## config.mk

```make
export PLATFORM = sky130hd
export DESIGN_NAME = ofmaps_bram_reader_flat
export DESIGN_NICKNAME = d
export VERILOG_FILES = /design/src/rtl/ofmaps_bram_reader_pkg.sv /design/src/rtl/ofmaps_bram_reader_if.sv /design/src/rtl/ofmaps_bram_reader_read_pipe.sv /design/src/rtl/ofmaps_bram_reader.sv /design/src/flat_wrapper.sv
export SDC_FILE = /design/constraint.sdc
export NUM_CORES = 1
export LEC_CHECK = 0
export BUFFER_PORTS_ARGS = -buffer_cell sky130_fd_sc_hd__buf_4
export CAP_MARGIN = 20
export CORE_ASPECT_RATIO = 1.25
export CORE_MARGIN = 2
export CORE_UTILIZATION = 55
export DETAILED_ROUTE_END_ITERATION = 16
export PLACE_DENSITY = 0.88
export SLEW_MARGIN = 20
export SYNTH_ARGS = -nofsm -noshare
export SYNTH_HDL_FRONTEND = slang
export SYNTH_HIERARCHICAL = 1
export SYNTH_SLANG_ARGS = --single-unit
export TNS_END_PERCENT = 10
```

## constraint.sdc

```tcl
create_clock -name clk -period 5.6 [get_ports clk]
set_clock_uncertainty 0.15 [all_clocks]
set_input_delay 1.12 -clock clk [delete_from_list [all_inputs] [get_ports clk]]
set_output_delay 1.12 -clock clk [all_outputs]
set_load 0.005 [all_outputs]
```

## src/rtl/ofmaps_bram_reader_pkg.sv

```systemverilog
// Shared constants and FSM encoding for the ofmaps BRAM read-back path.
// Also used by the psum adder and the ofmap writer.
package ofmaps_bram_reader_pkg;

  localparam int unsigned DEF_ADDR_WIDTH   = 12;
  localparam int unsigned DEF_OUT_WIDTH    = 8;
  localparam int unsigned DEF_READ_LATENCY = 1;

  typedef enum logic [1:0] {
    ST_IDLE  = 2'd0,
    ST_READ  = 2'd1,
    ST_DRAIN = 2'd2
  } rd_state_e;

endpackage

```

## src/rtl/ofmaps_bram_reader_if.sv

```systemverilog
// Valid/ready beat stream carrying packed ofmap bits with an end-of-transfer marker.
interface ofmaps_bram_reader_if
  import ofmaps_bram_reader_pkg::*;
#(
  parameter int unsigned OUT_WIDTH = DEF_OUT_WIDTH
) ();

  logic [OUT_WIDTH-1:0] m_data;
  logic                 m_valid;
  logic                 m_ready;
  logic                 m_last;

  modport master (
    output m_data,
    output m_valid,
    output m_last,
    input  m_ready
  );

  modport slave (
    input  m_data,
    input  m_valid,
    input  m_last,
    output m_ready
  );

endinterface

```

## src/rtl/ofmaps_bram_reader_read_pipe.sv

```systemverilog
// Tracks outstanding BRAM reads so each returning bit lines up with its valid/last tag.
module ofmaps_bram_reader_read_pipe #(
  parameter int unsigned DEPTH = 1
) (
  input  logic clk,
  input  logic rst,
  input  logic in_valid,
  input  logic in_last,
  output logic out_valid,
  output logic out_last
);

  logic [DEPTH-1:0] valid_q;
  logic [DEPTH-1:0] last_q;

  always_ff @(posedge clk) begin
    if (rst) begin
      valid_q <= '0;
      last_q  <= '0;
    end else begin
      valid_q[0] <= in_valid;
      last_q[0]  <= in_valid & in_last;
      for (int i = 1; i < int'(DEPTH); i++) begin
        valid_q[i] <= valid_q[i-1];
        last_q[i]  <= last_q[i-1];
      end
    end
  end

  assign out_valid = valid_q[DEPTH-1];
  assign out_last  = last_q[DEPTH-1];

endmodule

```

## src/rtl/ofmaps_bram_reader.sv

```systemverilog
// Reads 1-bit ofmap activations from BRAM, packs them LSB-first into beats
// and streams them out with a last marker; backpressure stalls reads, never drops bits.
module ofmaps_bram_reader
  import ofmaps_bram_reader_pkg::*;
#(
  parameter int unsigned OFMAPS_BRAM_ADDR_WIDTH = DEF_ADDR_WIDTH,
  parameter int unsigned OUT_WIDTH              = DEF_OUT_WIDTH,
  parameter int unsigned READ_LATENCY           = DEF_READ_LATENCY
) (
  input  logic                              clk,
  input  logic                              rst,
  input  logic                              start,
  input  logic [OFMAPS_BRAM_ADDR_WIDTH-1:0] base_addr,
  input  logic [OFMAPS_BRAM_ADDR_WIDTH:0]   length,
  output logic                              busy,
  output logic                              done,
  output logic                              bram_en,
  output logic [OFMAPS_BRAM_ADDR_WIDTH-1:0] bram_addr,
  input  logic                              bram_dout,
  ofmaps_bram_reader_if.master              m
);

  localparam int unsigned AW    = OFMAPS_BRAM_ADDR_WIDTH;
  localparam int unsigned LW    = OFMAPS_BRAM_ADDR_WIDTH + 1;
  localparam int unsigned CNT_W = $clog2(OUT_WIDTH);
  localparam int unsigned ISS_W = $clog2(OUT_WIDTH + 1);

  rd_state_e state;
  rd_state_e state_next;

  logic [AW-1:0]        rd_addr;
  logic [LW-1:0]        remaining;
  logic [ISS_W-1:0]     beat_issued;
  logic                 bram_last;

  logic                 cap_valid;
  logic                 cap_last;

  logic [OUT_WIDTH-1:0] pack;
  logic [CNT_W-1:0]     pack_cnt;
  logic                 pack_full;
  logic                 pack_last;

  logic                 issue_c;
  logic                 load_c;
  logic                 done_set_c;
  logic [LW-1:0]        rem_eff_c;
  logic [AW-1:0]        issue_addr_c;
  logic                 out_free_c;
  logic                 pack_done_c;
  logic                 pack_xfer_c;
  logic                 beat_last_c;
  logic [OUT_WIDTH-1:0] pack_word_c;

  ofmaps_bram_reader_read_pipe #(
    .DEPTH (READ_LATENCY)
  ) u_read_pipe (
    .clk       (clk),
    .rst       (rst),
    .in_valid  (bram_en),
    .in_last   (bram_last),
    .out_valid (cap_valid),
    .out_last  (cap_last)
  );

  // Pack completion and hand-off to the output register
  always_comb begin
    out_free_c  = !m.m_valid || m.m_ready;
    pack_word_c = pack;
    if (cap_valid) begin
      pack_word_c = pack | (OUT_WIDTH'(bram_dout) << pack_cnt);
    end
    pack_done_c = cap_valid && ((pack_cnt == CNT_W'(OUT_WIDTH - 1)) || cap_last);
    pack_xfer_c = (pack_done_c || pack_full) && out_free_c;
    beat_last_c = cap_valid ? cap_last : pack_last;
  end

  always_ff @(posedge clk) begin
    if (rst) begin
      state <= ST_IDLE;
    end else begin
      state <= state_next;
    end
  end

  // A read is only issued when its bit is guaranteed a slot in pack
  always_comb begin
    state_next   = state;
    issue_c      = 1'b0;
    load_c       = 1'b0;
    done_set_c   = 1'b0;
    rem_eff_c    = remaining;
    issue_addr_c = rd_addr;
    unique case (state)
      ST_IDLE: begin
        if (start) begin
          if (length != '0) begin
            load_c       = 1'b1;
            issue_c      = 1'b1;
            rem_eff_c    = length;
            issue_addr_c = base_addr;
            state_next   = (length == LW'(1)) ? ST_DRAIN : ST_READ;
          end else begin
            done_set_c = 1'b1;
          end
        end
      end
      ST_READ: begin
        if ((remaining != '0) &&
            ((beat_issued < ISS_W'(OUT_WIDTH)) || pack_xfer_c)) begin
          issue_c = 1'b1;
          if (remaining == LW'(1)) begin
            state_next = ST_DRAIN;
          end
        end
      end
      ST_DRAIN: begin
        if (m.m_valid && m.m_ready && m.m_last) begin
          state_next = ST_IDLE;
          done_set_c = 1'b1;
        end
      end
      default: begin
        state_next = ST_IDLE;
      end
    endcase
  end

  // Read issue side: address, remaining count and per-beat issue budget
  always_ff @(posedge clk) begin
    if (rst) begin
      busy        <= 1'b0;
      done        <= 1'b0;
      bram_en     <= 1'b0;
      bram_addr   <= '0;
      bram_last   <= 1'b0;
      rd_addr     <= '0;
      remaining   <= '0;
      beat_issued <= '0;
    end else begin
      done      <= done_set_c;
      busy      <= (state_next != ST_IDLE);
      bram_en   <= issue_c;
      bram_last <= issue_c && (rem_eff_c == LW'(1));
      if (issue_c) begin
        bram_addr <= issue_addr_c;
        rd_addr   <= issue_addr_c + AW'(1);
        remaining <= rem_eff_c - LW'(1);
      end
      if (load_c) begin
        beat_issued <= ISS_W'(1);
      end else if (pack_xfer_c) begin
        beat_issued <= ISS_W'(issue_c);
      end else if (issue_c) begin
        beat_issued <= beat_issued + ISS_W'(1);
      end
    end
  end

  // Capture side: pack register and output beat register
  always_ff @(posedge clk) begin
    if (rst) begin
      pack      <= '0;
      pack_cnt  <= '0;
      pack_full <= 1'b0;
      pack_last <= 1'b0;
      m.m_valid <= 1'b0;
      m.m_data  <= '0;
      m.m_last  <= 1'b0;
    end else begin
      if (pack_xfer_c) begin
        pack      <= '0;
        pack_cnt  <= '0;
        pack_full <= 1'b0;
        pack_last <= 1'b0;
      end else if (pack_done_c) begin
        pack      <= pack_word_c;
        pack_full <= 1'b1;
        pack_last <= cap_last;
      end else if (cap_valid) begin
        pack     <= pack_word_c;
        pack_cnt <= pack_cnt + CNT_W'(1);
      end

      if (pack_xfer_c) begin
        m.m_data  <= pack_word_c;
        m.m_last  <= beat_last_c;
        m.m_valid <= 1'b1;
      end else if (m.m_ready) begin
        m.m_valid <= 1'b0;
        m.m_last  <= 1'b0;
      end
    end
  end

endmodule

```

## src/flat_wrapper.sv

```systemverilog
// flat-port wrapper written by rule: the top's interface ports become plain ports
module ofmaps_bram_reader_flat import ofmaps_bram_reader_pkg::*;
#(
  parameter int unsigned OFMAPS_BRAM_ADDR_WIDTH = DEF_ADDR_WIDTH,
  parameter int unsigned OUT_WIDTH              = DEF_OUT_WIDTH,
  parameter int unsigned READ_LATENCY           = DEF_READ_LATENCY
)
  (clk, rst, start, base_addr, length, busy, done, bram_en, bram_addr, bram_dout, m_m_data, m_m_valid, m_m_last, m_m_ready);
  ofmaps_bram_reader_if #(.OUT_WIDTH(OUT_WIDTH)) m_i ();
  input  logic clk;
  input  logic rst;
  input  logic start;
  input  logic [OFMAPS_BRAM_ADDR_WIDTH-1:0] base_addr;
  input  logic [OFMAPS_BRAM_ADDR_WIDTH:0] length;
  output logic busy;
  output logic done;
  output logic bram_en;
  output logic [OFMAPS_BRAM_ADDR_WIDTH-1:0] bram_addr;
  input  logic bram_dout;
  output wire logic [$bits(m_i.m_data)-1:0] m_m_data;
  output wire logic [$bits(m_i.m_valid)-1:0] m_m_valid;
  output wire logic [$bits(m_i.m_last)-1:0] m_m_last;
  input wire logic [$bits(m_i.m_ready)-1:0] m_m_ready;
  assign m_m_data = m_i.m_data;
  assign m_m_valid = m_i.m_valid;
  assign m_m_last = m_i.m_last;
  assign m_i.m_ready = m_m_ready;
  ofmaps_bram_reader #(.OFMAPS_BRAM_ADDR_WIDTH(OFMAPS_BRAM_ADDR_WIDTH), .OUT_WIDTH(OUT_WIDTH), .READ_LATENCY(READ_LATENCY)) u_core (.clk(clk), .rst(rst), .start(start), .base_addr(base_addr), .length(length), .busy(busy), .done(done), .bram_en(bram_en), .bram_addr(bram_addr), .bram_dout(bram_dout), .m(m_i));
endmodule
```

Yosys cells after proc, flatten, opt, wreduce, memory -nomap -nowiden --
Cells that the tools add are included.
Storage, ports and cells: register bits after elaboration 72, input bits 30, output and inout bits 25, logic and storage cells 87
Cells by class: $add $sub $neg 4, $lt $le $gt $ge 1, equality and inequality tests 6, shift-type cells 1, multiplexer cells 32, bitwise operators 3, reductions and logical operators 21
Operator list (number):
- 13-bit by 1-bit == test with 1-bit output, second input constant | 3
- 13-bit two-way mux | 3
- 12-bit two-way mux | 3
- 13-bit nonzero test | 2
- 8-bit two-way mux | 3
- 1-bit two-way mux | 14
- 13-bit by 1-bit subtractor with 13-bit output, second input constant | 1
- 12-bit by 1-bit adder with 12-bit output, second input constant | 1
- 2-bit two-way mux | 6
- 8-bit bitwise OR | 1
- 1-bit by 3-bit << shifter with 8-bit output | 1
- 1-bit logical AND | 6
- 2-bit case mux with 3 select lines | 1
- 2-bit nonzero test | 3
- 4-bit by 1-bit adder with 4-bit output, second input constant | 1
- 1-bit logical OR | 4
- 4-bit < comparator, second input constant | 1
- 1-bit case mux with 2 select lines | 2
- 3-bit by 1-bit adder with 3-bit output, second input constant | 1
- 3-bit == test, second input constant | 1
- 3-bit nonzero test | 1
- 3-bit OR reduction | 1
- 2-bit by 1-bit == test with 1-bit output, second input constant | 1
- 2-bit == test, second input constant | 1
- other kinds (6) | 6

Longest topological paths before layout --
depth in word-level cells 12, gate-level depth with buffers 12, gate-level depth less buffers 10

Hierarchy --
The synthesis kept the hierarchy.
By module, submodules not included:
- ofmaps_bram_reader | instances 1, cells an instance 476, area an instance 3806.2 um^2, seq. area each 1401.3 um^2
- ofmaps_bram_reader_read_pipe | instances 1, cells an instance 4, area an instance 55.1 um^2, seq. area each 40.0 um^2

Least setup slack after synthesis --
Ideal clock, no wire load.
path type input-to-reg, start input length[7], end register u_core.rd_addr[8], library setup time 124 ps, arrival 3423 ps, required time 5326 ps, slack 1903 ps, cell stages on the path 12, buffers on the path 2, cell sequence buf_2 nor4_2 nand4b_1 nand2_1 clkbuf_1 nand2_1 nand2_1 ha_1 o21ai_1 nor4_1 xnor2_1 o22ai_1
On the way: cells in the longest elaborated chain, start to end 5, elaborated cells between the ends (all ways) 8, those cells by class add/sub (1); mux (6); reduce/logical (1)
RTL lines:
- start: declaration | RTL line flat_wrapper.sv:14 | input logic [OFMAPS_BRAM_ADDR_WIDTH:0] length;
- 13-bit nonzero test | RTL line ofmaps_bram_reader.sv:97 | if (length != '0) begin
- 12-bit two-way mux | RTL line ofmaps_bram_reader.sv:97
- 12-bit two-way mux | RTL line ofmaps_bram_reader.sv:96 | if (start) begin
- 12-bit two-way mux | RTL line ofmaps_bram_reader.sv:94 | unique case (state)
- net u_core.issue_addr_c[1] | RTL line ofmaps_bram_reader.sv:48 | logic [AW-1:0] issue_addr_c;
- 12-bit by 1-bit adder with 12-bit output | RTL line ofmaps_bram_reader.sv:147 | rd_addr <= issue_addr_c + AW'(1);
- end signal: assignment | RTL line ofmaps_bram_reader.sv:147
- end: declaration | RTL line ofmaps_bram_reader.sv:31 | logic [AW-1:0] rd_addr;
The timed path passes the listed nets, and every way through them passes these cells. A chain may end at the register's enable or synchronous reset.

Worst setup path after layout --
start input length[8], end register u_core.rd_addr[10]
On the way: cells in the longest elaborated chain, start to end 5, elaborated cells between the ends (all ways) 8, those cells by class add/sub (1); mux (6); reduce/logical (1)
RTL lines (RTL line):
- 13-bit nonzero test * | ofmaps_bram_reader.sv:97
- 12-bit two-way mux | ofmaps_bram_reader.sv:97
- 12-bit two-way mux | ofmaps_bram_reader.sv:96
- 12-bit two-way mux | ofmaps_bram_reader.sv:94
- 12-bit by 1-bit adder with 12-bit output | ofmaps_bram_reader.sv:147
Every way passes the cells marked *; elsewhere a longest branch is shown, timed or not.

==> results.md <==
* Status: finished clean
* Crit Path Category: input port to flop
* Initial antenna violation count at 0
* Gate power share at 22.8%
* Final net count at 557
* Drt wl/cell at 15.51 µm
* CP required at 5.68 ns
* Detailed Routing Iterations Pass 1 at 5
* ANT nets after route at 0
* Worst setup path startpoint: length[8]
* Worst r2r path cells at 9
* Proportion of power drawn by the clock network at 30.5%
* Std-Cell Rows at 34
* Filler Cells Inserted at 595
* Die area at 7710 µm²
* Synthesized area at 3861 µm²
* 1st-iter DRT viols at 377
* Synth top area share at 37.33%
* PostCTS Resize Cnt at 0
* Startpoint types: input port
* Yosys warns at 6
* Vias in the first global route at 3516
* PortBufs at 54
* GRT Resource Usage Total at 25.62%
* Relative slew slack at 31.04%
* N_diodes at 0
* Layout cells sized above 1 at 17.30%
* Fraction of registers with async set/reset at 0%
* Max-cap violations at 0
* Largest net degree at the start of global routing at 48
* Dpl hpwl at 6.613 mm
* Critical Path AT at 3.95 ns
* Drc violations at 0
* Fin crit share at 69.12%
* Min-delay src: u_core/pack[5]
* Total Routed Length at 9.554 mm
* Worst r2r src: u_core/pack_cnt[0]
* Max-slew violation count at 0
* Net Sw Frac at 33.48%
* Multi-input gate area at 2266 µm²
* Power density over the cells at 280.0 nW/µm²
* Syn_area_per_cell at 8.044 µm²
* Fin. Hold Viols at 0
* WHS Path Cells at 2
* NetSw at 0.0004197 W
* Clk slew on worst S/H paths at 0.08 ns
* WHS at 0.3125 ns
* Unrepaired setup endpoints after global routing: no
* VDD IR max at 0.1414 mV
* Most frequent standard cell in the layout excluding fill and tap cells: dfxtp_1
* Unique masters post-synth at 60
* Worst skew pair latency at 0.35 ns
* Fmax at 0.2584 GHz
* IO Pins at 55
* Die Ht at 97.68 µm
* Routed via count at 3759
* Synth Flop Type: dfxtp_1
* Seq cells post-synth at 72
* Clock Sinks at 72
* Post-synth EDFFs at 0
* Yosys top cell by area: dfxtp_1
* Vias per cell at 6.102
* Setup bufs post-CTS at 0
* Starting Density at 56.03%
* Final worst slack at 1.729 ns
* First-pass GRT wire length at 16.01 mm
* Post-CTS Hold Buffers at 0
* Dpl ws at 1.454 ns
* Reg area at 1441 µm²
* CTS Buf Count at 9
* Crit path capture type: flop
* Syn Nets at 516
* Number of setup violations in the final report at 0
* Setup tns final at 0 ns
* Die span in x at 78.94 µm
* Worst Path Max Fanout at 17
* CTS H-Tree Depth at 3
* Area after DPL at 4290 µm²
* Hold crit path type: flop to flop
* Core Area at 6892 µm²
* Synth Instances at 480
* Most frequent cells in the layout: dfxtp_1 (72), nand2_1 (64), nor2_1 (61)
* CTS tree: built
* Fin crit period at 3.871 ns
* Final GP Congestion at 0.8899
* Total gr overflow at 0
* Layout area overhead at 15.98%
* Int Power at 0.0008340 W
* Top cells by area, synth: dfxtp_1 (37%), nand2_1 (6.2%), nor2_1 (5.9%), xnor2_1 (5.0%), a21oi_1 (3.6%)
* Worst-Margin Slew at 1.034 ns
* Root buffer cell: clkbuf_8
* Sequential Power Share at 46.7%
* Final instance area at 4478 µm²
* Seq/Total Area, Yosys at 37.33%
* Leak Pwr at 1.671 nW
* CTS Buffer Depth at 2
==> per-stage QoR <==
stage          utilization [%]  std cells  power [W]
2_1_floorplan                -        480  0.0007841
3_3_place_gp             62.25        600  0.0008629
3_5_place_dp             62.25        600  0.0008742
4_1_cts                  64.94        616   0.001252
5_1_grt                  64.98        616   0.001314
6_report                 64.98        616   0.001254
==> synth_stat cells (all sizes together), types with 6 or more instances <==
| cell | n |
|---|---|
| nor3 | 24 |
| nor2 | 62 |
| buf | 10 |
| inv | 10 |
| xnor2 | 22 |
| nand2 | 64 |
| o21ai | 12 |
| nor3b | 7 |
| a21oi | 28 |
| a211oi | 18 |
| clkbuf | 18 |
| nor4 | 13 |
| nand4 | 8 |
| xor2 | 12 |
| a311oi | 10 |
| nand3 | 13 |
| ha | 6 |
| dfxtp | 72 |
| a31oi | 6 |
==> power by group through the flow <==
| stage | sequential [W] | combinational (W) | clock (W) |
|---|---|---|---|
| 2_1_floorplan | 0.000587 | 0.000197 | 0 |
| 3_5_place_dp | 0.000596 | 0.000279 | 0 |
| 5_1_grt | 0.000591 | 0.000312 | 0.000412 |
| 6_report | 0.000586 | 0.000286 | 0.000382 |
| 3_3_place_gp | 0.000595 | 0.000268 | 0 |
| 4_1_cts | 0.000584 | 0.000281 | 0.000387 |
==> cells by family (layout without fill, tap and decap cells) <==
| kind of cell | Yosys count | after routing | share of synthesized area (%) |
|---|---|---|---|
| and+or+nand+nor | 218 | 218 | 28.13 |
| AOI/OAI and AO/OA | 103 | 103 | 18.11 |
| DFF | 72 | 72 | 37.33 |
| buffers and inverters | 38 | 84 | 4.212 |
| xor gates and xnor gates | 34 | 34 | 7.712 |
| muxes | 9 | 9 | 2.560 |
| adders and majority gates | 6 | 6 | 1.944 |
==> critical path, stage by stage <==
cell,delay [ns]
buf_4,0.14
nor4_4,0.51
nand4b_1,0.40
nand2_1,0.50
buf_4,0.32
mux2_2,0.40
nor4_1,0.30
xnor2_1,0.17
o22ai_1,0.09
==> per-layer routing <==
metal | global-route usage, % | part of all wire, % | routed length (µm) | up-vias
met4 | 11.54 | 2.4 | 232 | 0
met1 | 32.02 | 42 | 4002 | 1752
met3 | 4.926 | 6.1 | 586 | 23
met2 | 42.47 | 50 | 4732 | 160
met5 | 0 | 0 | 0 | -
li1 | - | - | - | 1824
==> final timing paths <==
path | endpoint | slack, ns
max | u_core/rd_addr[10] | 1.73
min | u_core/pack[5] | 0.31
max reg2reg | u_core/remaining[6] | 1.91
min reg2reg | u_core/pack[5] | 0.31
==> registers in the layout, summed over array words and instances, names as in the netlist, 2 cells and up <==
signal / count
u_core/remaining: 13
u_core/m.m_data: 8
u_core/beat_issued: 4
u_core/pack_cnt: 3
u_core/state: 2
u_core/bram_addr: 12
u_core/pack: 8
u_core/rd_addr: 12
==> cell type report <==
class,count,share of cell area (%)
Clock buffer,9,2.766
Multi-Input combinational cell,370,50.60
Clock inverter,7,1.369
Timing Repair Buffer,58,9.723
Tap cell,90,2.515
Inverter,10,0.8382
Sequential cell,72,32.19
Note: power is estimated with default switching activity, not from simulation.
